## config.mk

```make
export PLATFORM = sky130hd
export DESIGN_NAME = systolic_stream_adapter_flat
export DESIGN_NICKNAME = d
export VERILOG_FILES = /design/src/rtl/systolic_pkg.sv /design/src/rtl/systolic_stream_adapter_if.sv /design/src/rtl/sa_result_drain.sv /design/src/rtl/systolic_stream_adapter.sv /design/src/flat_wrapper.sv
export SDC_FILE = /design/constraint.sdc
export NUM_CORES = 1
export LEC_CHECK = 0
export ABC_AREA = 1
export CAP_MARGIN = 20
export CELL_PAD_IN_SITES_DETAIL_PLACEMENT = 0
export CELL_PAD_IN_SITES_GLOBAL_PLACEMENT = 1
export CORE_MARGIN = 3
export CORE_UTILIZATION = 47
export DETAILED_ROUTE_END_ITERATION = 7
export DONT_BUFFER_PORTS = 1
export PLACE_DENSITY_LB_ADDON = 0.12
export SLEW_MARGIN = 15
export SYNTH_ARGS = -nofsm -noshare
export SYNTH_HDL_FRONTEND = slang
export SYNTH_SLANG_ARGS = --single-unit
```

## constraint.sdc

```tcl
create_clock -name i_clk -period 24.9 [get_ports i_clk]
set_input_delay 3.735 -clock i_clk [delete_from_list [all_inputs] [get_ports i_clk]]
set_output_delay 3.735 -clock i_clk [all_outputs]
set_load 0.02 [all_outputs]
```

## src/rtl/systolic_pkg.sv

```systemverilog
// Shared sizes and types for the 4x4 systolic multiplier and its stream adapter.
package systolic_pkg;
  localparam int N        = 4;
  localparam int DATA_W   = 8;
  localparam int ACC_W    = 16;
  localparam int WAIT_MAX = 31;
  localparam int WD_W     = $clog2(WAIT_MAX + 1);

  typedef logic [N-1:0][N-1:0][DATA_W-1:0] matA_t;
  typedef logic [N-1:0][N-1:0][ACC_W-1:0]  matC_t;

  typedef enum logic [2:0] {
    ST_LOAD_A = 3'd0,
    ST_LOAD_B = 3'd1,
    ST_START  = 3'd2,
    ST_WAIT   = 3'd3,
    ST_DRAIN  = 3'd4
  } sa_state_t;
endpackage

```

## src/rtl/systolic_stream_adapter_if.sv

```systemverilog
// Bundle between the stream fabric / array top and the systolic stream adapter.
interface systolic_stream_adapter_if;
  import systolic_pkg::*;

  // Handshakes: a stream beat transfers on a clock edge where valid & ready are
  // both high; valid holds data stable until accepted, ready may change freely.
  logic              i_clear;
  logic [DATA_W-1:0] i_sData;
  logic              i_sValid;
  logic              o_sReady;
  matA_t             o_a;
  matA_t             o_b;
  logic              o_validInput;
  matC_t             i_c;
  logic              i_validResult;
  logic [ACC_W-1:0]  o_mData;
  logic              o_mValid;
  logic              i_mReady;
  logic              o_mLast;
  logic              o_busy;
  logic              o_timeout;
  sa_state_t         o_state;

  modport slave (
    input  i_clear, i_sData, i_sValid, i_c, i_validResult, i_mReady,
    output o_sReady, o_a, o_b, o_validInput, o_mData, o_mValid, o_mLast,
           o_busy, o_timeout, o_state
  );

  modport master (
    output i_clear, i_sData, i_sValid, i_c, i_validResult, i_mReady,
    input  o_sReady, o_a, o_b, o_validInput, o_mData, o_mValid, o_mLast,
           o_busy, o_timeout, o_state
  );
endinterface

```

## src/rtl/sa_result_drain.sv

```systemverilog
// Captures the 4x4 result matrix and serializes it row-major as a valid/ready stream.
module sa_result_drain
  import systolic_pkg::*;
(
  input  logic             i_clk,
  input  logic             i_arst,
  input  logic             i_clear,
  input  logic             i_capture,
  input  matC_t            i_c,
  input  logic             i_mReady,
  output logic [ACC_W-1:0] o_mData,
  output logic             o_mValid,
  output logic             o_mLast,
  output logic             o_done
);
  matC_t      r_c;
  logic [3:0] r_j;
  logic       r_valid;
  logic       w_fire;

  assign w_fire = r_valid & i_mReady;

  // Clear drops valid without touching the captured matrix.
  always_ff @(posedge i_clk or posedge i_arst) begin
    if (i_arst) begin
      r_c     <= '0;
      r_j     <= '0;
      r_valid <= 1'b0;
    end else if (i_clear) begin
      r_j     <= '0;
      r_valid <= 1'b0;
    end else if (i_capture) begin
      r_c     <= i_c;
      r_j     <= '0;
      r_valid <= 1'b1;
    end else if (w_fire) begin
      r_j <= r_j + 4'd1;
      if (r_j == 4'd15) r_valid <= 1'b0;
    end
  end

  assign o_mData  = r_c[r_j[3:2]][r_j[1:0]];
  assign o_mValid = r_valid;
  assign o_mLast  = r_valid & (r_j == 4'd15);
  assign o_done   = w_fire & (r_j == 4'd15);
endmodule

```

## src/rtl/systolic_stream_adapter.sv

```systemverilog
// Stream front/back end for the 4x4 systolic array: loads A and B, starts the job, drains C.
module systolic_stream_adapter
  import systolic_pkg::*;
(
  input logic                      i_clk,
  input logic                      i_arst,
  systolic_stream_adapter_if.slave io_bus
);
  sa_state_t       r_state;
  sa_state_t       w_next;
  logic [3:0]      r_k;
  logic [WD_W-1:0] r_wd;
  matA_t           r_a;
  matA_t           r_b;
  logic            r_timeout;
  logic            w_load;
  logic            w_s_fire;
  logic            w_capture;
  logic            w_expire;
  logic            w_drain_done;
  logic            w_sready;
  logic            w_valid_input;
  logic            w_busy;

  assign w_load    = (r_state == ST_LOAD_A) || (r_state == ST_LOAD_B);
  assign w_s_fire  = w_load & io_bus.i_sValid;
  assign w_capture = (r_state == ST_WAIT) & io_bus.i_validResult & ~io_bus.i_clear;
  // A result arriving on the last watchdog cycle still wins over expiry.
  assign w_expire  = (r_state == ST_WAIT) & ~io_bus.i_validResult &
                     (r_wd == WD_W'(WAIT_MAX));

  always_ff @(posedge i_clk or posedge i_arst) begin
    if (i_arst) r_state <= ST_LOAD_A;
    else        r_state <= w_next;
  end

  always_comb begin
    w_next = r_state;
    if (io_bus.i_clear) begin
      w_next = ST_LOAD_A;
    end else begin
      case (r_state)
        ST_LOAD_A: if (w_s_fire && r_k == 4'd15) w_next = ST_LOAD_B;
        ST_LOAD_B: if (w_s_fire && r_k == 4'd15) w_next = ST_START;
        ST_START:  w_next = ST_WAIT;
        ST_WAIT: begin
          if (io_bus.i_validResult) w_next = ST_DRAIN;
          else if (w_expire)        w_next = ST_LOAD_A;
        end
        ST_DRAIN:  if (w_drain_done) w_next = ST_LOAD_A;
        default:   w_next = ST_LOAD_A;
      endcase
    end
  end

  always_comb begin
    w_sready      = 1'b0;
    w_valid_input = 1'b0;
    w_busy        = 1'b1;
    case (r_state)
      ST_LOAD_A: begin w_sready = 1'b1; w_busy = 1'b0; end
      ST_LOAD_B: w_sready = 1'b1;
      ST_START:  w_valid_input = 1'b1;
      default:   ;
    endcase
  end

  // Element loader: row-major byte index shared by A and B.
  always_ff @(posedge i_clk or posedge i_arst) begin
    if (i_arst) begin
      r_k <= '0;
      r_a <= '0;
      r_b <= '0;
    end else if (io_bus.i_clear) begin
      r_k <= '0;
    end else if (w_s_fire) begin
      if (r_state == ST_LOAD_A) r_a[r_k[3:2]][r_k[1:0]] <= io_bus.i_sData;
      else                      r_b[r_k[3:2]][r_k[1:0]] <= io_bus.i_sData;
      r_k <= r_k + 4'd1;
    end
  end

  always_ff @(posedge i_clk or posedge i_arst) begin
    if (i_arst) begin
      r_wd      <= '0;
      r_timeout <= 1'b0;
    end else begin
      r_timeout <= ~io_bus.i_clear & w_expire;
      if (io_bus.i_clear || r_state != ST_WAIT) r_wd <= '0;
      else if (r_wd != WD_W'(WAIT_MAX))         r_wd <= r_wd + 1'b1;
    end
  end

  sa_result_drain u_drain (
    .i_clk     (i_clk),
    .i_arst    (i_arst),
    .i_clear   (io_bus.i_clear),
    .i_capture (w_capture),
    .i_c       (io_bus.i_c),
    .i_mReady  (io_bus.i_mReady),
    .o_mData   (io_bus.o_mData),
    .o_mValid  (io_bus.o_mValid),
    .o_mLast   (io_bus.o_mLast),
    .o_done    (w_drain_done)
  );

  assign io_bus.o_sReady     = w_sready;
  assign io_bus.o_validInput = w_valid_input;
  assign io_bus.o_busy       = w_busy;
  assign io_bus.o_timeout    = r_timeout;
  assign io_bus.o_a          = r_a;
  assign io_bus.o_b          = r_b;
  assign io_bus.o_state      = r_state;
endmodule

```

## src/flat_wrapper.sv

```systemverilog
// flat-port wrapper written by rule: the top's interface ports become plain ports
module systolic_stream_adapter_flat import systolic_pkg::*;
  (i_clk, i_arst, io_bus_i_clear, io_bus_i_sData, io_bus_i_sValid, io_bus_i_c, io_bus_i_validResult, io_bus_i_mReady, io_bus_o_sReady, io_bus_o_a, io_bus_o_b, io_bus_o_validInput, io_bus_o_mData, io_bus_o_mValid, io_bus_o_mLast, io_bus_o_busy, io_bus_o_timeout, io_bus_o_state);
  systolic_stream_adapter_if io_bus_i ();
  input logic i_clk;
  input logic i_arst;
  input wire logic [$bits(io_bus_i.i_clear)-1:0] io_bus_i_clear;
  input wire logic [$bits(io_bus_i.i_sData)-1:0] io_bus_i_sData;
  input wire logic [$bits(io_bus_i.i_sValid)-1:0] io_bus_i_sValid;
  input wire logic [$bits(io_bus_i.i_c)-1:0] io_bus_i_c;
  input wire logic [$bits(io_bus_i.i_validResult)-1:0] io_bus_i_validResult;
  input wire logic [$bits(io_bus_i.i_mReady)-1:0] io_bus_i_mReady;
  output wire logic [$bits(io_bus_i.o_sReady)-1:0] io_bus_o_sReady;
  output wire logic [$bits(io_bus_i.o_a)-1:0] io_bus_o_a;
  output wire logic [$bits(io_bus_i.o_b)-1:0] io_bus_o_b;
  output wire logic [$bits(io_bus_i.o_validInput)-1:0] io_bus_o_validInput;
  output wire logic [$bits(io_bus_i.o_mData)-1:0] io_bus_o_mData;
  output wire logic [$bits(io_bus_i.o_mValid)-1:0] io_bus_o_mValid;
  output wire logic [$bits(io_bus_i.o_mLast)-1:0] io_bus_o_mLast;
  output wire logic [$bits(io_bus_i.o_busy)-1:0] io_bus_o_busy;
  output wire logic [$bits(io_bus_i.o_timeout)-1:0] io_bus_o_timeout;
  output wire logic [$bits(io_bus_i.o_state)-1:0] io_bus_o_state;
  assign io_bus_i.i_clear = io_bus_i_clear;
  assign io_bus_i.i_sData = io_bus_i_sData;
  assign io_bus_i.i_sValid = io_bus_i_sValid;
  assign io_bus_i.i_c = io_bus_i_c;
  assign io_bus_i.i_validResult = io_bus_i_validResult;
  assign io_bus_i.i_mReady = io_bus_i_mReady;
  assign io_bus_o_sReady = io_bus_i.o_sReady;
  assign io_bus_o_a = io_bus_i.o_a;
  assign io_bus_o_b = io_bus_i.o_b;
  assign io_bus_o_validInput = io_bus_i.o_validInput;
  assign io_bus_o_mData = io_bus_i.o_mData;
  assign io_bus_o_mValid = io_bus_i.o_mValid;
  assign io_bus_o_mLast = io_bus_i.o_mLast;
  assign io_bus_o_busy = io_bus_i.o_busy;
  assign io_bus_o_timeout = io_bus_i.o_timeout;
  assign io_bus_o_state = io_bus_i.o_state;
  systolic_stream_adapter u_core (.i_clk(i_clk), .i_arst(i_arst), .io_bus(io_bus_i));
endmodule
```

# Yosys cells after proc, flatten, opt, wreduce, memory -nomap -nowiden
# Cells that the tools add are included.
[word_totals] register_bits=530 word_cells=135 output_inout_bits=281
[op_classes] bitwise=12 eq_ne=13 reduce_logical=16 n_mux=31 add_sub_neg=3 magnitude_cmp=6
[op_table] op="bitwise mux 128 bit" count=2
[op_table] op="binary-select mux 64 bit (select 2 bit)" count=1
[op_table] op="demux 32 bit (select 2 bit)" count=1
[op_table] op="two-way mux 64 bit" count=1
[op_table] op="binary-select mux 16 bit (select 2 bit)" count=1
[op_table] op="two-way mux 32 bit" count=1
[op_table] op="two-way mux 4 bit" count=5
[op_table] op="two-way mux 3 bit" count=6
[op_table] op="demux 8 bit (select 2 bit)" count=1
[op_table] op="two-way mux 16 bit" count=1
[op_table] op="one-hot mux 3 bit (5 select lines)" count=1
[op_table] op="less-than comparator 2 x 3 -> 1 bit (second input constant)" count=4
[op_table] op="two-way mux 5 bit" count=2
[op_table] op="AND 1 bit" count=9
[op_table] op="!= test 3 bit (second input constant)" count=3
[op_table] op="adder 4 x 1 -> 4 bit (second input constant)" count=2
[op_table] op="== test 4 bit (second input constant)" count=2
[op_table] op="two-way mux 8 bit" count=1
[op_table] op="two-way mux 1 bit" count=7
[op_table] op="== test 3 x 2 -> 1 bit (second input constant)" count=2
[op_table] op="AND reduction 3 bit" count=2
[op_table] op="nonzero test 3 bit" count=2
[op_table] op="adder 5 x 1 -> 5 bit (second input constant)" count=1
[op_table] op="== test 5 bit (second input constant)" count=1
[op_table] op="other kinds (14)" count=22

# Logic depth before layout (Yosys ltp)
# Gate-level depths: netlist of run 1.
[logic_depth] word_depth=7 ltp_mapped=10 depth_no_buf=10

# Cells and area by module
# From an unflattened synthesis of run 1, not the netlist that was laid out.
[unflattened] cells_unflattened=2630 area_unflattened_um2=23038.3
[modules_own_cells] module="sa_result_drain" instances=1 seq_area_each_um2=6531.3 area_each_um2=12620.9 cells_each=1627
[modules_own_cells] module="systolic_stream_adapter" instances=1 seq_area_each_um2=6731.5 area_each_um2=10417.5 cells_each=1003

# Worst setup path before layout of run 1
# OpenSTA, ideal clock, no wires.
[synth_path] path_kind="flip-flop to output port" startpoint="register u_core.u_drain.r_j[2]" endpoint="output port io_bus_o_mData[10]" n_path_buf=3 arrival_time_ns=1.474 required_ns=21.165 slack_ns=19.691 stages_incl_launch_ff=8 path_cell_list="dfrtp_1 -> buf_2 -> clkbuf_1 -> clkbuf_1 -> o211ai_1 -> nand3_1 -> nand3_1 -> nand2_1"
[synth_between] elab_chain_cells=4
[synth_lines] element="from (decl)" line_no="sa_result_drain.sv:17" source="logic [3:0] r_j;"
[synth_lines] element="from (signal assigned)" line_no="sa_result_drain.sv:37" source="r_j <= r_j + 4'd1;"
[synth_lines] element="binary-select mux 64 bit (select 2 bit)" line_no="sa_result_drain.sv:42" source="assign o_mData = r_c[r_j[3:2]][r_j[1:0]];"
[synth_lines] element="two-way mux 64 bit (not written as such)" line_no="sa_result_drain.sv:42"
[synth_lines] element="binary-select mux 16 bit (select 2 bit)" line_no="sa_result_drain.sv:42"
[synth_lines] element="two-way mux 16 bit (not written as such)" line_no="sa_result_drain.sv:42"
[synth_lines] element="to (decl)" line_no="flat_wrapper.sv:17" source="output wire logic [$bits(io_bus_i.o_mData)-1:0] io_bus_o_mData;"
# No other way between the ends. The select of a mux whose other input is x is not followed.

# Final worst setup path of run 1
[layout_path] startpoint="register u_core.u_drain.r_j[2]" endpoint="output port io_bus_o_mData[3]"
# The elaborated chain is that of the path after synthesis.

==> results of run 1 <==
==> registers in the layout, summed over array words and instances, names as in the netlist <==
name / count
u_core.r_wd: 5
u_core.u_drain.r_j: 4
u_core.io_bus.o_state: 3
u_core.u_drain.o_mValid: 1
u_core.io_bus.o_timeout: 1
u_core.u_drain.r_c: 256
u_core.io_bus.o_a: 128
u_core.r_k: 4
u_core.io_bus.o_b: 128
==> through the flow <==
stage	instance area [µm²]	utilization, %	hold WS, ps
after global placement	22830	48.42	450.5
after CTS	24680	52.34	471.4
after floorplan	22700	-	436.6
after detailed placement	22860	48.48	457.1
after global routing	24690	52.36	484.1
final	24690	52.37	467.7
==> power groups by stage <==
stage / sequential, mW / clock (mW) / combinational (mW)
after floorplan: 1.18 / 0 / 0.268
after global placement: 1.24 / 0 / 0.327
after detailed placement: 1.23 / 0 / 0.340
after CTS: 1.22 / 0.851 / 0.341
after global routing: 1.24 / 0.886 / 0.394
final: 1.22 / 0.836 / 0.338
==> logic make-up (layout without fill, tap and decap cells) <==
kind of cell             Yosys count  after routing  share of synthesized area (%)
AND/OR/NAND/NOR                 1269           1269                          23.08
AO/OA/AOI/OAI                    501            501                          11.52
buffers and inverters            343            288                          6.427
adder cells (fa/ha/maj)            7              7                         0.3858
XOR/XNOR                           4              4                         0.1543
flip-flops                       530            530                          58.43
other                              0              7                              0
==> worst max-delay path by stage <==
stage                                            from                               end  slack, ps  depth (start not counted)
detailed placement  u_core.u_drain.r_j[2]$_DFFE_PP0P_                 io_bus_o_mData[3]      18160                          9
floorplan                                      i_arst  u_core.io_bus.o_a[0]$_DFFE_PP0P_       6350                          1
CTS                 u_core.u_drain.r_j[2]$_DFFE_PP0P_                 io_bus_o_mData[3]      17490                          9
finish              u_core.u_drain.r_j[2]$_DFFE_PP0P_                 io_bus_o_mData[3]      17540                          9
global route        u_core.u_drain.r_j[2]$_DFFE_PP0P_                 io_bus_o_mData[3]      17290                          9
global placement    u_core.u_drain.r_j[2]$_DFFE_PP0P_                 io_bus_o_mData[3]      18150                          9
==> cells in the final DEF (no fill, tap or decap) <==
master and count:
nand2_1 772, dfrtp_1 528, o21ai_0 250, nor2_1 249, nand3_1 214, inv_1 159, a21oi_1 124, o21ai_1 83
clkbuf_16 55, o211ai_1 42, nand2_4 22, buf_4 21, clkinv_2 14, clkbuf_8 13, clkbuf_1 11, diode_2 7
ha_1 7, xor2_1 4, clkinv_1 4, bufinv_16 4, nand4_1 3, nor3_1 3, nor2_4 2, nor3_4 2
a31oi_1 2, dfrtp_4 2, inv_2 1, and3_1 1, inv_8 1, nor4_1 1, inv_6 1, inv_16 1
clkinv_4 1, buf_16 1, buf_12 1
==> worst max-delay path, delay by kind of cell (launching register included) <==
kind            cells  cell delay [ps]
flops               1              940
simple gates        5              620
buf+inv             3             1330
compound gates      1              100
==> layout make-up <==
class | count | area (µm²)
well taps | 607 | 759.5
fillers | 4468 | 22460
clock buffers | 79 | 1597
repair buffers | 23 | 205.2
diodes | 7 | 17.52
clock inverters | 20 | 222.7
multi-input cells | 1781 | 7990
flip-flops and latches | 530 | 13270
inverters | 166 | 631.9
==> routing by layer <==
metal / routed length, µm / vias up
li1: - / 8308
met1: 30420 / 8751
met2: 35880 / 650
met3: 6879 / 110
met4: 2132 / 10
met5: 57 / -
==> flow_summary.json, run 1 <==
{
  "status": "completed",
  "synth_edf_count": 0,
  "instances_no_fill": 3213,
  "layout.nets": 2833,
  "cts_root_buffer": "clkbuf_16",
  "hp-class": "flop to flop",
  "critPathSlowestCell": "dfrtp_4",
  "synth_seq_area_share_pct": 58.43,
  "worstHoldStart": "u_core.u_drain.r_c[109]$_DFFE_PP0P_",
  "setup.worst_path.class": "flop to output port",
  "switching_share_pct": 31.01,
  "p_int_mw": 1.653,
  "syn2layout_area_growth_pct": 8.792,
  "worstRegToRegCells": 6,
  "dp_slack_ps": 18160,
  "ant_nets": 0,
  "netlist_top_cells_area": "dfrtp_1 (58%), nand2_1 (13%), o21ai_0 (5.5%), nand3_1 (4.7%), nor2_1 (4.1%)",
  "holdBufCountCts": 0,
  "cts_tree": "built",
  "drive_above_1_share_pct": 5.464,
  "clk_pin_slew_ps": 60,
  "p_clk_share_pct": 34.9,
  "fmax_mhz": 135.8,
  "postLayoutSetupSlackWorst_ps": 17540,
  "whs_endpoint": "u_core.u_drain.r_c[109]$_DFFE_PP0P_",
  "ys.flop_type": "dfrtp_1",
  "yosysWarningCount": 0,
  "die_width_um": 225.8,
  "critical_path.max_stage_delay_ps": 940,
  "ys_types": 27,
  "p_leak_nw": 12.41,
  "ctsResizeCount": 0,
  "crit_chain": "clkinv_2 -> buf_4 -> nand2_1 -> nand3_1 -> o21ai_0 -> nand2_1 -> nand2_1 -> inv_1 -> nand2_1",
  "post-place-cells": 3107,
  "htreeDepth": 2,
  "path_max_fanout": 75,
  "p_sw_mw": 0.7429,
  "pin_count": 551,
  "place_hpwl_um": 52610,
  "drv_cap": 0,
  "worst_clock_skew_ps": 16.77,
  "die_y_um": 225.8,
  "fin_crit_sh_pct": 29.57,
  "postCtsSetupRepairBufs": 0,
  "syn_area_per_cell_um2": 8.552,
  "antenna_found_initial": 12,
  "async_flop_share_pct": 100.0,
  "crit_top_cell": "nand2_1",
  "grt_overflow": 0,
  "cts-buffers-inserted": 54,
  "syn_inst": 2654,
  "top_usage_layer": "met2",
  "grt_pass1_vias": 17300,
  "grt_setup_unrepaired": "false",
  "synth_area_um2": 22700,
  "grt_pass1_wl_um": 111600,
  "clk_path_buf_depth": 3,
  "use_met3_pct": 9.255,
  "timing.rr.start": "u_core.io_bus.o_state[1]$_DFFE_PP0P_",
  "use_met1_pct": 37.82,
  "vias": 17830,
  "clk_latency_ps": 610,
  "start_util_pct": 48.14,
  "cp.required_ps": 21160,
  "setup_violations": 0,
  "post-route-min-period_ps": 7363,
  "io_buffers": 0,
  "cp.arrival_ps": 3630,
  "synth_common_cells": "nand2_1 (773), dfrtp_1 (530), o21ai_0 (250), nor2_1 (249), nand3_1 (214)",
  "reg2reg_to": "u_core.u_drain.r_c[52]$_DFFE_PP0P_",
  "rows": 79,
  "yosysMostFrequentCell": "nand2_1",
  "ys_ff_latch": 530,
  "drt-initial-drc-count": 1427,
  "first_pass_iters": 6,
  "start_kind": "flop",
  "gp_congestion": 0.8824,
  "wirelength_um": 75370,
  "grt_max_degree": 234,
  "synth_area_leader_cell": "dfrtp_1",
  "drv_slew": 0,
  "ir_drop_mv": 0.05519,
  "grt_usage_pct": 28.93,
  "cp-end-kind": "output port",
  "cts_sinks": 530,
  "synth_top_area_share_pct": 58.43,
  "drc_errors": 0,
  "dieArea_um2": 50970,
  "syn_nets": 2931,
  "regToRegSetupSlack_ps": 21970,
  "power_density_nw_per_um2": 97.02,
  "slew_headroom_pct": 31.79,
  "hold_path_depth": 2,
  "grtUsageMet2_pct": 46.44,
  "hold_violations": 0,
  "routed_via_density": 5.549,
  "finalSetupTns_ps": 0,
  "comb_power_share_pct": 14.1,
  "wl_per_cell_um": 23.46,
  "seqPwrFrac_pct": 51.0,
  "core_area_um2": 47150,
  "p_total_mw": 2.396,
  "worstMarginPinSlew_ps": 1017
}
Note: power is estimated with default switching activity, not from simulation.
==> run 2, diff against run 1 <==
==> constraint.sdc (replaced) <==
create_clock -name i_clk -period 7.47 [get_ports i_clk]
set_input_delay 1.1205 -clock i_clk [delete_from_list [all_inputs] [get_ports i_clk]]
set_output_delay 1.1205 -clock i_clk [all_outputs]
set_load 0.02 [all_outputs]
==> run 2 against run 1 <==
  * Critical path depth is 2 lower
  * Via count about the same
  * Largest power group unchanged
  * Total power grew to 3.4 times the previous value
  * Wire length decreased by 0.49%
==> flow_summary.json, run 2 (same netlist as run 1, synthesis figures left out) <==
{
  "status": "completed",
  "layout.nets": 2834,
  "grt_pass1_vias": 17390,
  "setup_violations": 0,
  "rows": 79,
  "routed_via_density": 5.538,
  "htreeDepth": 2,
  "top_register": "u_core.u_drain.r_c",
  "critPathSlowestCell": "dfrtp_4",
  "largest_reg_flops": 256,
  "path_max_fanout": 98,
  "grt_overflow": 0,
  "pin_count": 551,
  "holdBufCountCts": 0,
  "p_leak_nw": 12.47,
  "vias": 17840,
  "dp_slack_ps": 3687,
  "cts_sinks": 530,
  "drt-initial-drc-count": 1624,
  "cts_tree": "built",
  "mostFrequentLayoutCells": "nand2_1 (772), dfrtp_1 (528), o21ai_0 (250)",
  "start_kind": "flop",
  "hp-class": "flop to flop",
  "wirelength_um": 75000,
  "gp_congestion": 0.8379,
  "drc_errors": 0,
  "final_common_cell": "nand2_1",
  "io_buffers": 0,
  "setup.worst_path.class": "flop to output port",
  "clk_path_buf_depth": 3,
  "power_density_nw_per_um2": 326.1,
  "crit_top_cell": "nand2_1",
  "cp.required_ps": 6350,
  "worst_clock_skew_ps": 19.05,
  "hold_violations": 0,
  "grt_pass1_wl_um": 112100,
  "ir_drop_mv": 0.2032,
  "dieArea_um2": 50970,
  "fin_crit_sh_pct": 59.43,
  "clk_latency_ps": 610,
  "post-route-min-period_ps": 4440,
  "regToRegSetupSlack_ps": 4020,
  "postLayoutSetupSlackWorst_ps": 3030,
  "fillers": 4483,
  "die_y_um": 225.8,
  "ant_nets": 0,
  "fmax_mhz": 225.2,
  "fin_hold_ws_ps": 466.0,
  "drv_cap": 0,
  "postCtsSetupRepairBufs": 0,
  "antenna_found_initial": 17,
  "worstMarginPinSlew_ps": 1061,
  "wl_per_cell_um": 23.29,
  "start_util_pct": 48.14,
  "cp-end-kind": "output port",
  "first_pass_iters": 6,
  "ctsResizeCount": 0,
  "cts_root_buffer": "clkbuf_16",
  "place_hpwl_um": 52850,
  "cp.arrival_ps": 3320,
  "critical_path.max_stage_delay_ps": 1140,
  "cts-buffers-inserted": 55,
  "drv_slew": 0,
  "grt_setup_unrepaired": "false",
  "crit_chain": "buf_4 -> o21ai_0 -> o21ai_0 -> nand2_1 -> nand2_1 -> inv_1 -> nand2_1",
  "die_width_um": 225.8,
  "core_area_um2": 47150,
  "clk_pin_slew_ps": 60,
  "grt_max_degree": 181,
  "syn2layout_area_growth_pct": 9.393,
  "slew_headroom_pct": 29.26,
  "grt_usage_pct": 29.20,
  "drive_above_1_share_pct": 5.876
}
-- run 2: cell count changes in the layout (fill, tap and decap cells not counted), sizes merged --
cell | before | now
bufinv | 4 | 6
clkinv | 19 | 25
clkinvlp | 0 | 2
inv | 163 | 161
clkbuf | 79 | 76
diode | 7 | 10
-- run 2: layer usage --
layer / up-vias / GRT usage, % / part of all wire, %
li1: 8327 / - / -
met1: 8702 / 37.00 / 39
met2: 661 / 46.16 / 48
met3: 135 / 10.82 / 9.8
met4: 14 / 10.62 / 3.4
met5: - / 0 / 0.11
-- run 2: path summary, 6_finish.rpt --
| path | start | endpoint | depth (start not counted) |
|---|---|---|---|
| worst max-delay path | u_core.u_drain.r_j[2]$_DFFE_PP0P_ | io_bus_o_mData[5] | 7 |
| worst min-delay path | u_core.u_drain.r_c[93]$_DFFE_PP0P_ | u_core.u_drain.r_c[93]$_DFFE_PP0P_ | 2 |
| worst max register to register | u_core.io_bus.o_state[1]$_DFFE_PP0P_ | u_core.u_drain.r_c[244]$_DFFE_PP0P_ | 7 |
| worst min register to register | u_core.u_drain.r_c[93]$_DFFE_PP0P_ | u_core.u_drain.r_c[93]$_DFFE_PP0P_ | 2 |
| max in group asynchronous | i_arst | u_core.u_drain.r_j[2]$_DFFE_PP0P_ | 2 |
| min in group asynchronous | i_arst | u_core.u_drain.r_c[18]$_DFFE_PP0P_ | 1 |
-- run 2: worst max-delay path: cells and delay by family, from the launching register on --
| family | cells | cell delay, ps |
|---|---|---|
| buffers and inverters | 2 | 740 |
| AOI/OAI and AO/OA | 2 | 390 |
| and+or+nand+nor | 3 | 410 |
| DFF | 1 | 1140 |
-- run 2: layout make-up --
type                    count  area (µm²)  share of cell area, %
diodes                     10       25.02                 0.1008
clock buffers              76        1627                  6.551
clock inverters            28       307.8                  1.240
inverters                 166       628.1                  2.530
multi-input cells        1781        7990                  32.18
flip-flops and latches    530       13270                  53.44
well taps                 607       759.5                  3.059
repair buffers             23       222.7                 0.8970
-- run 2: power breakdown --
group          internal [mW]  leakage, nW  switching (mW)  total [mW]
Clock                   1.73        0.975            1.18        2.90
Sequential              3.50         6.75           0.555        4.06
Combinational          0.386         4.74           0.747        1.13
-- run 2: metrics by stage --
stage               std cells  total power, mW  cell area, µm²  util [%]  setup TNS [ps]
global route             3217            8.538           24820     52.64               0
detailed placement       3107            5.245           22870     48.51               0
floorplan                2654            4.843           22700         -         -452940
global placement         3107            5.217           22870     48.51               0
CTS                      3211            8.157           24810     52.61               0
finish                   3221            8.096           24830     52.66               0
